<file path="src/rtl/power_gating_pkg.sv">
// Shared power-gating definitions: FSM state encoding used by the request
// manager and by the gating controller bench.
package power_gating_pkg;

    localparam int PG_STATE_W = 2;

    typedef enum logic [PG_STATE_W-1:0] {
        PG_OFF     = 2'd0,
        PG_REQ_ON  = 2'd1,
        PG_ON      = 2'd2,
        PG_REQ_OFF = 2'd3
    } pg_state_t;

    // True while a request is outstanding towards the gating controller.
    function automatic logic pg_in_handshake(pg_state_t s);
        return (s == PG_REQ_ON) || (s == PG_REQ_OFF);
    endfunction

endpackage

</file>
<file path="src/rtl/power_request_manager_if.sv">
// Request/acknowledge handshake between the request manager (master) and
// the power-gating controller (slave).
interface power_request_manager_if;

    logic power_on_req;
    logic power_off_req;
    logic power_on_ack;
    logic power_off_ack;

    modport master (
        output power_on_req,
        output power_off_req,
        input  power_on_ack,
        input  power_off_ack
    );

    modport slave (
        input  power_on_req,
        input  power_off_req,
        output power_on_ack,
        output power_off_ack
    );

endinterface

</file>
<file path="src/rtl/pg_idle_counter.sv">
// Idle counter for the ON state: clears on activity or outside ON,
// saturates at all-ones, flags expiry on an exact match with the limit.
module pg_idle_counter #(
    parameter int IDLE_W = 16
) (
    input  logic              clk,
    input  logic              rst,
    input  logic              run,
    input  logic              activity,
    input  logic [IDLE_W-1:0] limit,
    output logic              expire
);

    logic [IDLE_W-1:0] count;

    // Holding the count at zero outside ON guarantees a fresh start on entry.
    always_ff @(posedge clk) begin
        if (rst || !run)
            count <= '0;
        else if (activity)
            count <= '0;
        else if (count != '1)
            count <= count + IDLE_W'(1);
    end

    // Exact match: a limit lowered below the count waits for a clear and re-climb.
    assign expire = run && !activity && (limit != '0) && (count == limit);

endmodule

</file>
<file path="src/rtl/power_request_manager.sv">
// Power-domain request manager: sequences on/off requests to the gating
// controller from wake/busy/idle status, with replay of wakes during power-down.
module power_request_manager
    import power_gating_pkg::*;
#(
    parameter int IDLE_W      = 16,
    parameter int ACK_TIMEOUT = 256
) (
    input  logic                  clk,
    input  logic                  rst,
    input  logic                  wake_req,
    input  logic                  busy,
    input  logic                  force_on,
    input  logic [IDLE_W-1:0]     idle_limit,
    power_request_manager_if.master ctrl,
    output logic                  domain_ready,
    output logic                  wake_pending,
    output logic                  seq_timeout,
    output logic [PG_STATE_W-1:0] state_o
);

    localparam int AW = $clog2(ACK_TIMEOUT + 1);

    pg_state_t     state, next_state;
    logic          activity;
    logic          idle_expire;
    logic          hold_state;
    logic [AW-1:0] ack_timer;

    assign activity = wake_req | busy | force_on;

    pg_idle_counter #(.IDLE_W(IDLE_W)) u_idle (
        .clk      (clk),
        .rst      (rst),
        .run      (state == PG_ON),
        .activity (activity),
        .limit    (idle_limit),
        .expire   (idle_expire)
    );

    always_ff @(posedge clk) begin
        if (rst)
            state <= PG_OFF;
        else
            state <= next_state;
    end

    // A power-down in progress is never aborted; wakes are queued instead.
    always_comb begin
        next_state = state;
        case (state)
            PG_OFF:     if (wake_req || force_on || wake_pending) next_state = PG_REQ_ON;
            PG_REQ_ON:  if (ctrl.power_on_ack)                    next_state = PG_ON;
            PG_ON:      if (idle_expire)                          next_state = PG_REQ_OFF;
            PG_REQ_OFF: if (ctrl.power_off_ack)                   next_state = PG_OFF;
            default:                                              next_state = PG_OFF;
        endcase
    end

    always_ff @(posedge clk) begin
        if (rst)
            wake_pending <= 1'b0;
        else if (state == PG_REQ_OFF && (wake_req || force_on))
            wake_pending <= 1'b1;
        else if (state == PG_REQ_ON && ctrl.power_on_ack)
            wake_pending <= 1'b0;
    end

    assign hold_state = pg_in_handshake(state) && (next_state == state);

    // Timer saturates at the limit so the timeout flag is set exactly once.
    always_ff @(posedge clk) begin
        if (rst || !hold_state)
            ack_timer <= '0;
        else if (ack_timer != AW'(ACK_TIMEOUT))
            ack_timer <= ack_timer + AW'(1);
    end

    always_ff @(posedge clk) begin
        if (rst)
            seq_timeout <= 1'b0;
        else if (hold_state && ack_timer == AW'(ACK_TIMEOUT - 1))
            seq_timeout <= 1'b1;
    end

    assign ctrl.power_on_req  = (state == PG_REQ_ON);
    assign ctrl.power_off_req = (state == PG_REQ_OFF);
    assign domain_ready       = (state == PG_ON);
    assign state_o            = state;

endmodule

</file>
<file path="src/flat_wrapper.sv">
// flat-port wrapper written by rule: the top's interface ports become plain ports
module power_request_manager_flat import power_gating_pkg::*;
#(
    parameter int IDLE_W      = 16,
    parameter int ACK_TIMEOUT = 256
)
  (clk, rst, wake_req, busy, force_on, idle_limit, domain_ready, wake_pending, seq_timeout, state_o, ctrl_power_on_req, ctrl_power_off_req, ctrl_power_on_ack, ctrl_power_off_ack);
  power_request_manager_if ctrl_i ();
  input  logic clk;
  input  logic rst;
  input  logic wake_req;
  input  logic busy;
  input  logic force_on;
  input  logic [IDLE_W-1:0] idle_limit;
  output logic domain_ready;
  output logic wake_pending;
  output logic seq_timeout;
  output logic [PG_STATE_W-1:0] state_o;
  output wire logic [$bits(ctrl_i.power_on_req)-1:0] ctrl_power_on_req;
  output wire logic [$bits(ctrl_i.power_off_req)-1:0] ctrl_power_off_req;
  input wire logic [$bits(ctrl_i.power_on_ack)-1:0] ctrl_power_on_ack;
  input wire logic [$bits(ctrl_i.power_off_ack)-1:0] ctrl_power_off_ack;
  assign ctrl_power_on_req = ctrl_i.power_on_req;
  assign ctrl_power_off_req = ctrl_i.power_off_req;
  assign ctrl_i.power_on_ack = ctrl_power_on_ack;
  assign ctrl_i.power_off_ack = ctrl_power_off_ack;
  power_request_manager #(.IDLE_W(IDLE_W), .ACK_TIMEOUT(ACK_TIMEOUT)) u_core (.clk(clk), .rst(rst), .wake_req(wake_req), .busy(busy), .force_on(force_on), .idle_limit(idle_limit), .ctrl(ctrl_i), .domain_ready(domain_ready), .wake_pending(wake_pending), .seq_timeout(seq_timeout), .state_o(state_o));
endmodule
</file>
<file path="config.mk">
export PLATFORM = sky130hd
export DESIGN_NAME = power_request_manager_flat
export DESIGN_NICKNAME = d
export VERILOG_FILES = /design/src/rtl/power_gating_pkg.sv /design/src/rtl/power_request_manager_if.sv /design/src/rtl/pg_idle_counter.sv /design/src/rtl/power_request_manager.sv /design/src/flat_wrapper.sv
export SDC_FILE = /design/constraint.sdc
export NUM_CORES = 1
export LEC_CHECK = 0
export ABC_AREA = 0
export BUFFER_PORTS_ARGS = -buffer_cell sky130_fd_sc_hd__buf_2
export CAP_MARGIN = 20
export CORE_MARGIN = 1.5
export CORE_UTILIZATION = 41
export DETAILED_ROUTE_END_ITERATION = 8
export SLEW_MARGIN = 20
export SYNTH_ARGS = -nofsm -noshare
export SYNTH_HDL_FRONTEND = slang
export SYNTH_SLANG_ARGS = --single-unit
</file>
<file path="constraint.sdc">
create_clock -name clk -period 3.03 [get_ports clk]
set_input_delay 0.606 -clock clk [delete_from_list [all_inputs] [get_ports clk]]
set_output_delay 0.606 -clock clk [all_outputs]
set_load 0.005 [all_outputs]
</file>
**Word-level counts from Yosys, hierarchy flattened**

Cells that the tools add are included.

- Register bits: 29
- Bits of input ports: 23
- Output and inout port bits: 7

- Add/subtract/negate cells: 2
- Equal/unequal tests: 8
- Mux-type cells: 7
- Bitwise logic cells: 2
- Reduce and logical (&&, ||, !) cells: 19

Operators by type and width:

| cell | number |
|---|---|
| $add 16x1->16 const B | 1 |
| $eq 16x16->1 | 1 |
| $ne 16x16->1 const B | 1 |
| $reduce_bool 16->1 | 1 |
| $add 9x1->9 const B | 1 |
| $eq 9x8->1 const B | 1 |
| $ne 9x9->1 const B | 1 |
| $mux 2 | 4 |
| $pmux 2 s4 | 1 |
| $logic_and 1x1->1 | 7 |
| $logic_or 1x1->1 | 5 |
| $eq 2x2->1 const B | 2 |
| $logic_not 1->1 | 3 |
| $eq 2x1->1 const B | 1 |
| $eq 2x2->1 | 1 |
| $logic_not 2->1 | 1 |
| $mux 1 | 2 |
| $or 1x1->1 | 2 |
| $reduce_bool 2->1 | 1 |
| $reduce_or 2->1 | 1 |

**Depth between registers and ports, before layout**

- Depth after elaboration: 12
- Mapped depth: 6
- Gate-level depth less buffers: 6

**Hierarchy**

From an unflattened synthesis, not the netlist that was laid out.

- Cell total of the unflattened synthesis: 201
- Area total of the unflattened synthesis: 1749.2 um^2

Modules (own cells, without submodules):

| module | instances | cells each | area an instance (um^2) |
|---|---|---|---|
| pg_idle_counter | 1 | 122 | 1059.8 |
| power_request_manager | 1 | 79 | 689.4 |

**Least setup slack after synthesis**

Ideal clock, no wire load.

- Kind: input-to-reg
- Start: input force_on
- End: register u_core.u_idle.count[12]
- Library setup time: 0.073 ns
- Arrival: 1.756 ns
- Setup slack: 1.201 ns
- Stages: 4
- Buffers on the path: 1
- Path through: or4b_4 or3_4 buf_6 nor3_2

- Word-level cells in the longest chain between the ends: 2

RTL lines:

| what | RTL line | text |
|---|---|---|
| start, declared | flat_wrapper.sv:13 | `input logic force_on;` |
| $or 1x1->1 | power_request_manager.sv:30 | `assign activity = wake_req \| busy \| force_on;` |
| $reduce_or 2->1 (no line) | n/a |  |
| end signal, assigned | pg_idle_counter.sv:23 | `count <= count + IDLE_W'(1);` |
| end, declared | pg_idle_counter.sv:14 | `logic [IDLE_W-1:0] count;` |

Every way passes these cells.
A chain may end at the register's enable or synchronous reset.

**Final worst setup path**

- Start: register u_core.u_idle.count[0]
- End: register u_core.u_idle.count[10]

- Word-level cells in the longest chain between the ends: 1
- Elaborated cells between the ends (all ways): 2
- Classes of those cells: add/sub (1); eq/ne (1)

RTL lines:

| what | RTL line |
|---|---|
| $add 16x1->16 / $ne 16x16->1 (equally long branches) | pg_idle_counter.sv:23, pg_idle_counter.sv:22 |

Parallel ways exist; a longest one is shown, timed or not.

==> out/qor.csv <==
metric,value,unit
yosysWarnings,0,
cts_tree,built,
ys.flop_type,dfxtp_1,
cts_root_buffer,clkbuf_8,
drtPass1Iterations,4,
instances_no_fill,289,
design.portCount,30,
finClkSkew,7.608,ps
critical_path.max_fanout,9,
grt_pass1_wl,6279,um
synth_area_leaders,"dfxtp_1 (33%), xor2_1 (9.0%), a21oi_1 (4.8%), nor4_1 (4.3%), nand2_1 (3.6%)",
wl_per_cell,13.88,um
synth.net_count,238,
period_share,64.56,%
leakage,0.0007212,uW
yosysMostFrequentCell,dfxtp_1,
port_buffers,29,
die_x,68.44,um
htree_levels,2,
die_y,68.44,um
finalWeightedCongestion,0.8024,
hold_path.class,reg2reg,
start_util,43.26,%
syn_inst,211,
async_reset_ff_share,0,%
postRouteAntennaNets,0,
grt_max_degree,13,
cts-resized-gates,0,
clk_latency,280,ps
ys_seq_elements,29,
synth_top_area_share,33.07,%
wl,4011,um
crit_type,reg2reg,
hold_violations,0,
diodes,0,
cts_buffers,5,
drive_gt1_share,20.08,%
hpwlAfterDp,3050,um
postCtsSetupRepairBufs,0,
ys_seq_area_share,33.07,%
dp_cells,281,
cap_violations,0,
synth_largest_area_cell,dfxtp_1,
rsz0062_at_grt,no,
synth.distinct_cells,47,
syn_avg_cell_area,8.320,um^2
grt_usage,18.22,%
clockBufferDepth,2,
grt_pass1_vias,1416,
die-area,4683,um^2
synth_area,1755,um^2
fin_setup_tns,0,ps
drv_slew,0,
rows,23,
drt-vias-per-instance,5.720,
status,finished clean,
synth-edff-count,0,
cts.sinks,29,
fp.coreArea,4058,um^2
setup_violations,0,
ir_worst_vdd,0.2211,mV
end_kind,flop,
p_per_area,457.1,nW/um^2
ctsHoldBuffers,0,
crit_arrival,2160,ps
tightestPinTransition,647.3,ps
cts.clk_slew.worst_paths,70,ps
relSlewSlack,56.45,%
ys_top_cells_by_count,"dfxtp_1 (29), xor2_1 (18), a21oi_1 (17), nand2_1 (17)",
worst_setup_path_start_kind,flop,
required,3240,ps
drtIter0Drc,128,
area.growth.synth_to_final,16.11,%
min_period,1956,ps
final_nets,265,
fmax,511.2,MHz
grt-ovfl-total,0,
num_vias,1653,
antenna_found_initial,0,
drc,0,
power breakdown:
group	switching, uW	total (uW)	internal [uW]	leakage (uW)
sequential	8.01	393	385	0.000234
combinational	29.6	59.4	29.8	0.000419
clock	152	479	326	0.0000681
total	190	932	742	0.000721
cell type report:
type,count,area [um^2]
well taps,50,62.56
fillers,400,2019
flip-flops and latches,29,580.6
repair buffers,29,145.1
multi-input cells,165,1086
clock buffers,5,68.82
clock inverters,3,65.06
inverters,8,30.03
worst max-delay path, stage by stage, from the launching register on:
cell     delay (ps)
dfxtp_1         450
ha_1            300
nand3_1         110
or2_1           330
or4_1           530
a21oi_1         150
cells in the final DEF, fill, tap and decap left out, types with 5 or more instances in the layout:
master	n
xor2_1	18
nor3_1	6
nor2_1	11
nand4_1	7
nand3_1	12
nand2_1	17
clkbuf_8	5
nor4_1	12
o21ai_0	8
buf_2	29
inv_1	8
dfxtp_1	29
a21oi_1	17
cells by family (layout without fill, tap and decap cells):
group	after synthesis	after routing	synth area share, %
simple gates	97	97	32.72
compound gates	39	39	13.54
flops	29	29	33.07
xor+xnor	21	21	10.48
buf+inv	17	45	5.060
fa+ha+maj	4	4	2.851
mux	4	4	2.281
registers in the layout (all words and copies together), names as in the netlist:
| signal | count |
|---|---|
| u_core.u_idle.count | 16 |
| u_core.ack_timer | 9 |
| u_core.state_o | 2 |
| u_core.seq_timeout | 1 |
| u_core.wake_pending | 1 |
metrics by stage:
stage	cell area [um^2]	hold slack, ps	setup slack, ps	power, uW	utilization [%]
final	2038	474.8	1074	931.6	50.23
after CTS	2038	477.6	1080	940.6	50.23
after global routing	2038	509.6	901.0	966.3	50.23
after detailed placement	1904	466.9	1050	461.6	46.93
after floorplan	1755	465.3	1201	431.5	-
after global placement	1904	458.1	1084	462.0	46.93
metal layers:
metal | track usage [%] | up-vias | wire [um]
met1 | 22.74 | 775 | 1881
met2 | 29.69 | 37 | 1856
li1 | - | 833 | -
met5 | 0 | - | 0
met4 | 8.250 | 0 | 79
met3 | 4.112 | 8 | 193
worst paths after layout:
path / startpoint / end / slack [ps] / cells past startpoint
min: u_core.seq_timeout / u_core.seq_timeout / 470 / 2
min reg2reg: u_core.seq_timeout / u_core.seq_timeout / 470 / 2
max reg2reg: u_core.u_idle.count[0] / u_core.u_idle.count[10] / 1070 / 5
max: u_core.u_idle.count[0] / u_core.u_idle.count[10] / 1070 / 5
(Power assumes the default switching activity.)
